`config.mk`:
```
export PLATFORM = sky130hd
export DESIGN_NAME = decod_7seg2_hexa_scan
export DESIGN_NICKNAME = d
export VERILOG_FILES = /design/src/rtl/decod_7seg2_hexa_scan.sv
export SDC_FILE = /design/constraint.sdc
export NUM_CORES = 1
export LEC_CHECK = 0
export BUFFER_PORTS_ARGS = -buffer_cell sky130_fd_sc_hd__buf_2
export CELL_PAD_IN_SITES_DETAIL_PLACEMENT = 0
export CELL_PAD_IN_SITES_GLOBAL_PLACEMENT = 1
export CORE_ASPECT_RATIO = 0.7
export CORE_MARGIN = 4
export CORE_UTILIZATION = 46
export DETAILED_ROUTE_END_ITERATION = 8
export PLACE_DENSITY_LB_ADDON = 0.1
export SYNTH_ARGS = -nofsm -noshare
export SYNTH_HDL_FRONTEND = slang
export SYNTH_SLANG_ARGS = --single-unit
```
`constraint.sdc`:
```
create_clock -name clk -period 3.75 [get_ports clk]
set_input_delay 0.75 -clock clk [delete_from_list [all_inputs] [get_ports clk]]
set_output_delay 0.75 -clock clk [all_outputs]
set_load 0.02 [all_outputs]
```
`src/rtl/decod_7seg2_hexa_scan.sv`:
```
// ============================================================================
// Module   : decod_7seg2_hexa_scan
// Brief    : Reads a multiplexed active-low 7-segment bus and recovers the hex
//            value shown on each digit. Define HEX_AF_EN to also decode A-F.
// Revision : 1.0 - initial release
// ============================================================================
`default_nettype none

module decod_7seg2_hexa_scan #(
  parameter int NDIG          = 4,
  parameter int STABLE_CYCLES = 4
) (
  input  logic                clk,
  input  logic                rst_n,
  input  logic [6:0]          seg_n,
  input  logic [NDIG-1:0]     dig_n,
  output logic [4*NDIG-1:0]   hex_out,
  output logic [NDIG-1:0]     dig_valid,
  output logic                new_digit,
  output logic [2:0]          new_idx,
  output logic                err,
  output logic [6:0]          err_pattern
);

  localparam int             CW      = (STABLE_CYCLES > 2) ? $clog2(STABLE_CYCLES) : 1;
  localparam logic [CW-1:0]  CNT_MAX = CW'(STABLE_CYCLES - 1);
  localparam logic [6:0]     BLANK   = 7'h7F;

  typedef enum logic [1:0] {IDLE, SETTLE, CAPT, HOLD} state_t;

  state_t            state, state_nx;
  logic [6:0]        smp_seg, prv_seg, held_seg;
  logic [NDIG-1:0]   smp_dig, prv_dig, held_dig;
  logic [CW-1:0]     cnt;
  logic [2:0]        idx;
  logic [4:0]        dec;
  logic              changed, onehot, capture, fresh;

  // Returns {hit, value} for an active-high abcdefg pattern.
  function automatic logic [4:0] decode(input logic [6:0] seg_ah);
    case (seg_ah)
      7'b1111110: decode = 5'h10;
      7'b0110000: decode = 5'h11;
      7'b1101101: decode = 5'h12;
      7'b1111001: decode = 5'h13;
      7'b0110011: decode = 5'h14;
      7'b1011011: decode = 5'h15;
      7'b1011111: decode = 5'h16;
      7'b1110000: decode = 5'h17;
      7'b1111111: decode = 5'h18;
      7'b1111011: decode = 5'h19;
`ifdef HEX_AF_EN
      7'b1110111: decode = 5'h1A;
      7'b0011111: decode = 5'h1B;
      7'b1001110: decode = 5'h1C;
      7'b0111101: decode = 5'h1D;
      7'b1001111: decode = 5'h1E;
      7'b1000111: decode = 5'h1F;
`endif
      default:    decode = 5'h00;
    endcase
  endfunction

  assign changed = (smp_seg != prv_seg) || (smp_dig != prv_dig);
  assign onehot  = $onehot(~smp_dig);
  assign dec     = decode(~smp_seg);
  assign capture = (state == SETTLE) && onehot && !changed && (cnt == CNT_MAX);
  // A pattern identical to the last captured one (e.g. after a short glitch) is not re-reported.
  assign fresh   = capture && !((smp_seg == held_seg) && (smp_dig == held_dig));

  always_comb begin
    idx = '0;
    for (int k = 0; k < NDIG; k++) begin
      if (!smp_dig[k]) idx = 3'(k);
    end
  end

  always_ff @(posedge clk or negedge rst_n) begin
    if (!rst_n) state <= IDLE;
    else        state <= state_nx;
  end

  always_comb begin
    state_nx = state;
    case (state)
      IDLE:    if (onehot) state_nx = SETTLE;
      SETTLE: begin
        if (!onehot)      state_nx = IDLE;
        else if (capture) state_nx = fresh ? CAPT : HOLD;
      end
      // CAPT and HOLD both leave as soon as the bus moves, so no change is lost.
      CAPT, HOLD: begin
        if (!onehot)      state_nx = IDLE;
        else if (changed) state_nx = SETTLE;
        else              state_nx = HOLD;
      end
      default: state_nx = IDLE;
    endcase
  end

  always_ff @(posedge clk or negedge rst_n) begin
    if (!rst_n) begin
      smp_seg     <= BLANK;
      smp_dig     <= '1;
      prv_seg     <= BLANK;
      prv_dig     <= '1;
      held_seg    <= BLANK;
      held_dig    <= '1;
      cnt         <= '0;
      hex_out     <= '0;
      dig_valid   <= '0;
      new_digit   <= 1'b0;
      new_idx     <= '0;
      err         <= 1'b0;
      err_pattern <= BLANK;
    end else begin
      smp_seg   <= seg_n;
      smp_dig   <= dig_n;
      prv_seg   <= smp_seg;
      prv_dig   <= smp_dig;
      new_digit <= 1'b0;
      err       <= 1'b0;
      if (changed || !onehot)  cnt <= '0;
      else if (cnt != CNT_MAX) cnt <= cnt + CW'(1);
      if (fresh) begin
        held_seg <= smp_seg;
        held_dig <= smp_dig;
        for (int k = 0; k < NDIG; k++) begin
          if (idx == 3'(k)) begin
            if (smp_seg == BLANK) begin
              dig_valid[k] <= 1'b0;
            end else if (dec[4]) begin
              hex_out[4*k +: 4] <= dec[3:0];
              dig_valid[k]      <= 1'b1;
            end else begin
              dig_valid[k]      <= 1'b0;
            end
          end
        end
        if (smp_seg != BLANK) begin
          new_idx <= idx;
          if (dec[4]) begin
            new_digit <= 1'b1;
          end else begin
            err         <= 1'b1;
            err_pattern <= smp_seg;
          end
        end
      end
    end
  end

endmodule

`default_nettype wire

```
==> results of run 1 <==
==> cells by family (layout without fill, tap and decap cells) <==
group / after synthesis / count (layout)
xor+xnor: 24 / 24
compound gates: 17 / 17
buf+inv: 21 / 77
simple gates: 52 / 52
fa+ha+maj: 4 / 4
mux: 38 / 38
flops: 68 / 68
other cells: 1 / 1
==> cell usage after synthesis, types with 2 or more instances <==
library cell and number:
nand2b_1 3, nor3_1 5, ha_1 3, or3b_1 2, inv_1 8, a2111oi_4 5
nor2_1 7, nor3b_1 2, nand2_1 5, nand4_1 4, buf_2 11, nor4b_1 2
nor4_1 7, nand3_1 4, mux2_2 34, o31ai_1 3, xnor2_1 11, a21oi_1 2
xor2_1 13, dfstp_2 40, buf_4 2, dfrtp_1 28, mux2i_1 4, nand3b_1 2
==> flip-flops by register name, summed over array words and instances, names as in the netlist <==
| register | flops |
|---|---|
| cnt | 2 |
| err_pattern | 7 |
| dig_valid | 4 |
| state | 2 |
| smp_dig | 4 |
| new_idx | 2 |
| smp_seg | 7 |
| new_digit | 1 |
| prv_dig | 4 |
| hex_out | 16 |
| held_dig | 4 |
| held_seg | 7 |
| prv_seg | 7 |
| err | 1 |
==> power by group through the flow <==
| stage | registers, mW | clock network, mW | logic, mW |
|---|---|---|---|
| finish | 0.782 | 0.720 | 0.0789 |
| global route | 0.785 | 0.771 | 0.0900 |
| CTS | 0.782 | 0.739 | 0.0795 |
| detailed placement | 0.794 | 0 | 0.0786 |
| global placement | 0.794 | 0 | 0.0793 |
| floorplan | 0.779 | 0 | 0.0530 |
==> path summary, 6_finish.rpt <==
kind / slack (ns) / startpoint / to
min: 0.41 / smp_dig[0] / prv_dig[0]
max in group asynchronous: 2.62 / rst_n / prv_seg[2]
min reg2reg: 0.41 / smp_dig[0] / prv_dig[0]
max reg2reg: 0.22 / smp_dig[0] / hex_out[10]
min in group asynchronous: 0.44 / rst_n / hex_out[15]
max: 0.22 / smp_dig[0] / hex_out[10]
==> metal layers <==
layer  GRT usage (%)  vias up  part of all wire, %  routed length [um]
met5               0        -                    0                   0
met4            4.66        0                 0.52                  33
met3            6.29        4                  4.4                 279
met2            23.9       31                   43                2680
met1            26.0      972                   52                3310
li1                -      897                    -                   -
==> metrics by stage <==
step	std cells	setup WS (ns)	cell area (um2)	total power [mW]	hold WS, ns
4_1_cts	372	0.0812	3690	1.60	0.414
3_3_place_gp	356	0.222	3450	0.873	0.402
3_5_place_dp	356	0.108	3450	0.873	0.409
2_1_floorplan	225	0.357	3100	0.832	0.352
6_report	372	0.216	3700	1.58	0.408
5_1_grt	372	0.0570	3700	1.65	0.420
==> cell type report <==
type | instances | area [um2] | share of cell area, %
flip-flops and latches | 68 | 1750 | 47.4
multi-input cells | 136 | 1260 | 34.0
repair buffers | 53 | 303 | 8.19
clock buffers | 10 | 128 | 3.45
well taps | 91 | 114 | 3.08
clock inverters | 6 | 113 | 3.05
inverters | 8 | 30.0 | 0.812
==> worst max-delay path, stage by stage, from the launching register on <==
cell,delay (ns)
dfstp_2,0.60
fa_1,0.40
inv_1,0.06
ha_1,0.14
ha_1,0.22
or3b_1,0.44
nor4_2,0.38
nand4_2,0.26
a2111oi_4,0.54
mux2_2,0.38
==> reports/results.ini, run 1 <==
[detailed_routing]
finalWirelength_mm = 6.30
first_pass_iters = 4
avgViaCountPerCell = 5.12
first_iter_violations = 46
drc = 0
vias = 1904
wire_per_inst_um = 16.9
drtAntennaViolNets = 0

[floorplanning]
std_cell_rows = 24
core_area_um2 = 6370
io_pins = 45
die_x_um = 106
start_util_pct = 48.7
die-area_um2 = 8140
dieHeight_um = 76.7

[finish]
fillers = 571
nNetsFinal = 293
postLayoutCoreUtil_pct = 58.1
mostFrequentLayoutCell = buf_2
diodes = 0
drive_gt1_share_pct = 54.8
final_cell_mix = 43 x buf_2, 40 x dfstp_2, 34 x mux2_2, 28 x dfrtp_1, 13 x xor2_1
area_growth_pct = 19.3

[timing]
max_slew_margin_pct = 38.4
finalHoldViolations = 0
tns_ns = 0
post-route-min-period_ns = 3.53
skew_ns = 0.0133
slew_violations = 0
fin_crit_sh_pct = 94.3
tightestPinTransition_ns = 0.919
grt_setup_unrepaired = false
fmax_mhz = 283
setup-violations-final = 0

[worst_setup_path]
crit_arrival_ns = 3.76
critical_path_class = flop to flop
required_ns = 3.98
reg2regPathDepth = 9
cp-end-kind = flop
start_kind = flop
crit_fanout = 5

[synthesis]
async_flop_share_pct = 100
synth_xor_area_share_pct = 6.78
yosys-top-cells-area = dfstp_2 34%, dfrtp_1 23%, mux2_2 12%
yosysUniqueCellTypes = 42
synth_compound_area_share_pct = 7.55
synth_fa_ha_area_share_pct = 1.86
netlist_area_um2 = 3100
synth-simple-area-share_pct = 10.3
ys_seq_elements = 68
synth_nets = 242
synth_ff_type = dfstp_2
syn_inst = 225
synth_edf_count = 0
synthMuxAreaShare_pct = 13.6
syn_area_per_cell_um2 = 13.8
synth_top_cell_area_share_pct = 33.9
ys_seq_area_share_pct = 56.5
synth_top_family_by_area = multiplexers
synth_top_area_cell = dfstp_2
yosys_warnings = 0

[global_routing]
grt_pass1_wl_mm = 10.9
grt-ovfl-total = 0
grt_pass1_vias = 2026
antenna_found_initial = 0
grt_max_degree = 39
grt_usage_pct = 17.5

[placed_design]
dp_hpwl_mm = 4.55
port_buffers = 43
gp_congestion = 0.856

[pwr]
p_leak_nw = 1.67
cellPowerDensity_nw_per_um2 = 427
combPwrFrac_pct = 5.0
ir_drop_v = 0.000271
pwr-share-clk_pct = 45.5
p_sw_share_pct = 22.1
pwr-share-seq_pct = 49.5
p_switching_mw = 0.349
internal_power_mw = 1.23

[clock_network]
cts_max_path_buffers = 2
hold_buffers = 0
cts_tree = done
root_buffer = clkbuf_8
cts_resized = 0
insertion_delay_ns = 0.35
post-cts-setup-buffers = 0
htreeDepth = 3
clock_sinks = 68
clk_pin_slew_ns = 0.07
cts_buffers = 9

[hold_path]
hp-class = flop to flop
whs_path_depth = 0

[status]
status = finished, final reports clean

[job]
maxCapViolations = 0

(Power assumes the default switching activity.)
==> inputs of run 2 (changes only) <==
--- a/config.mk
+++ b/config.mk
@@ -10,7 +10,7 @@
 export CELL_PAD_IN_SITES_GLOBAL_PLACEMENT = 1
 export CORE_ASPECT_RATIO = 0.7
 export CORE_MARGIN = 4
-export CORE_UTILIZATION = 46
+export CORE_UTILIZATION = 45
 export DETAILED_ROUTE_END_ITERATION = 8
 export PLACE_DENSITY_LB_ADDON = 0.1
 export SYNTH_ARGS = -nofsm -noshare
==> reports/results.ini, run 2 (synthesis results as in run 1) <==
[status]
status = finished, final reports clean

[detailed_routing]
wire_per_inst_um = 16.8  ; -0.76%
drtAntennaViolNets = 0  ; unchanged
finalWirelength_mm = 6.24  ; -1.0%
vias = 1888  ; -0.84%
avgViaCountPerCell = 5.09  ; -0.57%
drc = 0  ; unchanged
first_iter_violations = 61  ; +33%
first_pass_iters = 4  ; unchanged

[timing]
tns_ns = 0  ; unchanged
fin_crit_sh_pct = 93.7  ; -0.58 points
skew_ns = 0.0121  ; -0.00121 ns
tightestPinTransition_ns = 0.900  ; -0.0189 ns
hold_ws_ns = 0.408  ; +0.000137 ns
post-route-min-period_ns = 3.51  ; -0.0219 ns
fmax_mhz = 285  ; +0.62%
setup-violations-final = 0  ; unchanged
setup_ws_ns = 0.237  ; +0.0219 ns
grt_setup_unrepaired = false
slew_violations = 0  ; unchanged
max_slew_margin_pct = 39.4  ; +1.0 points
finalHoldViolations = 0  ; unchanged

[pwr]
cellPowerDensity_nw_per_um2 = 411  ; -3.9%
ir_drop_v = 0.000233  ; -14%
p_leak_nw = 1.65  ; -0.88%

[worst_setup_path]
r2r_end = hex_out[8]
crit_arrival_ns = 3.76  ; about the same
r2r_setup_slack_ns = 0.24  ; +0.02 ns
critPathTopFamily = simple AND/OR/NAND/NOR gates
required_ns = 3.99  ; about the same
cp_slowest_cell = dfstp_2
critPathMaxStageDelay_ns = 0.63  ; +0.03 ns
reg2regPathDepth = 9  ; unchanged
critical_path.cell_chain = fa_1, inv_1, ha_1, ha_1, or3b_1, nor4_2, nand4_2, a2111oi_4, mux2_2
critical_path_class = flop to flop
cp-end-kind = flop
start_kind = flop
crit_fanout = 8  ; +3
worstReg2RegStart = smp_dig[1]
path_buf_inv = 1  ; unchanged
crit_top_cell = ha_1

[floorplanning]
std_cell_rows = 24  ; unchanged
core_area_um2 = 6460  ; +1.4%
die-area_um2 = 8300  ; +2.0%
start_util_pct = 48.0  ; -0.68 points
dieHeight_um = 77.4  ; +0.99%
die_x_um = 107  ; +1.0%
io_pins = 45  ; unchanged

[placed_design]
pre_cts_ws_ns = 0.0887  ; -0.0191 ns
gp_congestion = 0.836  ; -2.3%
port_buffers = 43  ; unchanged
dp_hpwl_mm = 4.35  ; -4.3%

[global_routing]
antenna_found_initial = 0  ; unchanged
grt_usage_pct = 17.2  ; -0.32 points
grt-ovfl-total = 0  ; unchanged
grt_max_degree = 69  ; +77%
grt_pass1_vias = 1954  ; -3.6%
grt_pass1_wl_mm = 10.6  ; -2.0%

[clock_network]
clk_pin_slew_ns = 0.07  ; about the same
clock_sinks = 68  ; unchanged
cts_tree = done
htreeDepth = 3  ; unchanged
post-cts-setup-buffers = 0  ; unchanged
insertion_delay_ns = 0.36  ; about the same
cts_buffers = 9  ; unchanged
root_buffer = clkbuf_8
cts_max_path_buffers = 2  ; unchanged
hold_buffers = 0  ; unchanged

[finish]
final_cell_mix = 43 x buf_2, 40 x dfstp_2, 34 x mux2_2, 28 x dfrtp_1, 13 x xor2_1
drive_gt1_share_pct = 55.0  ; +0.20 points
multi_input_area_um2 = 1260  ; unchanged
mostFrequentLayoutCell = buf_2
seq_area_um2 = 1750  ; unchanged
largest_reg_flops = 16  ; unchanged
fillers = 553  ; -3.2%
area_growth_pct = 17.9
nNetsFinal = 292  ; -0.34%
diodes = 0  ; unchanged
regMostFlops = hex_out

[hold_path]
hp-class = flop to flop
worstHoldStart = smp_dig[0]
min_to = prv_dig[0]
whs_path_depth = 0  ; unchanged

[job]
maxCapViolations = 0  ; unchanged

[run 2: cell count changes in the layout (fill, tap and decap cells not counted), sizes merged]
cell,delta
bufinv,-2
inv,+2
buf,-1
clkbuf,+1
clkinv,-1
[run 2: through the flow]
stage,instance area [um2],utilization [%],power (mW),cells
3_3_place_gp,3430,53.1,0.869,355
3_5_place_dp,3430,53.1,0.869,355
4_1_cts,3650,56.5,1.53,371
2_1_floorplan,3100,-,0.832,225
5_1_grt,3650,56.6,1.58,371
6_report,3650,56.6,1.50,371
[run 2: power by group]
group	internal [mW]	total [mW]	leakage, nW	switching, mW
Sequential	0.759	0.783	0.807	0.0240
Combinational	0.0276	0.0745	0.730	0.0469
Clock	0.366	0.645	0.115	0.279
Total	1.15	1.50	1.65	0.350
[run 2: how the worst max path moves through the flow]
stage                          start           to  slack, ns  cells after the start
after floorplan           smp_dig[1]   hex_out[0]       0.36                      9
after global placement    smp_dig[1]   hex_out[2]       0.17                      9
after detailed placement  smp_dig[1]   hex_out[0]       0.09                      9
after CTS                 smp_dig[1]   hex_out[8]       0.06                      9
after global routing      smp_dig[1]  hex_out[11]       0.02                      9
final                     smp_dig[1]   hex_out[8]       0.24                      9
[run 2: timing repair]
| action | 4_1_cts | 5_1_grt |
|---|---|---|
| endpoints found under the setup margin | 0 | 9 |
| endpoints found under the hold margin | 0 | 0 |
| gates resized for setup | 0 | 1 |
[run 2: layer usage]
layer	global-route usage (%)	part of all wire (%)	vias to the layer above
li1	-	-	893
met1	25.5	51	948
met2	22.2	42	38
met3	6.80	4.8	9
met4	6.51	1.5	0
met5	0	0	-
[run 2: cell type report]
| type | instances | share of cell area [%] |
|---|---|---|
| clock buffers | 11 | 4.45 |
| clock inverters | 5 | 1.51 |
| inverters | 8 | 0.822 |
| multi-input cells | 136 | 34.4 |
| flip-flops and latches | 68 | 47.9 |
| well taps | 91 | 3.12 |
| repair buffers | 52 | 7.74 |
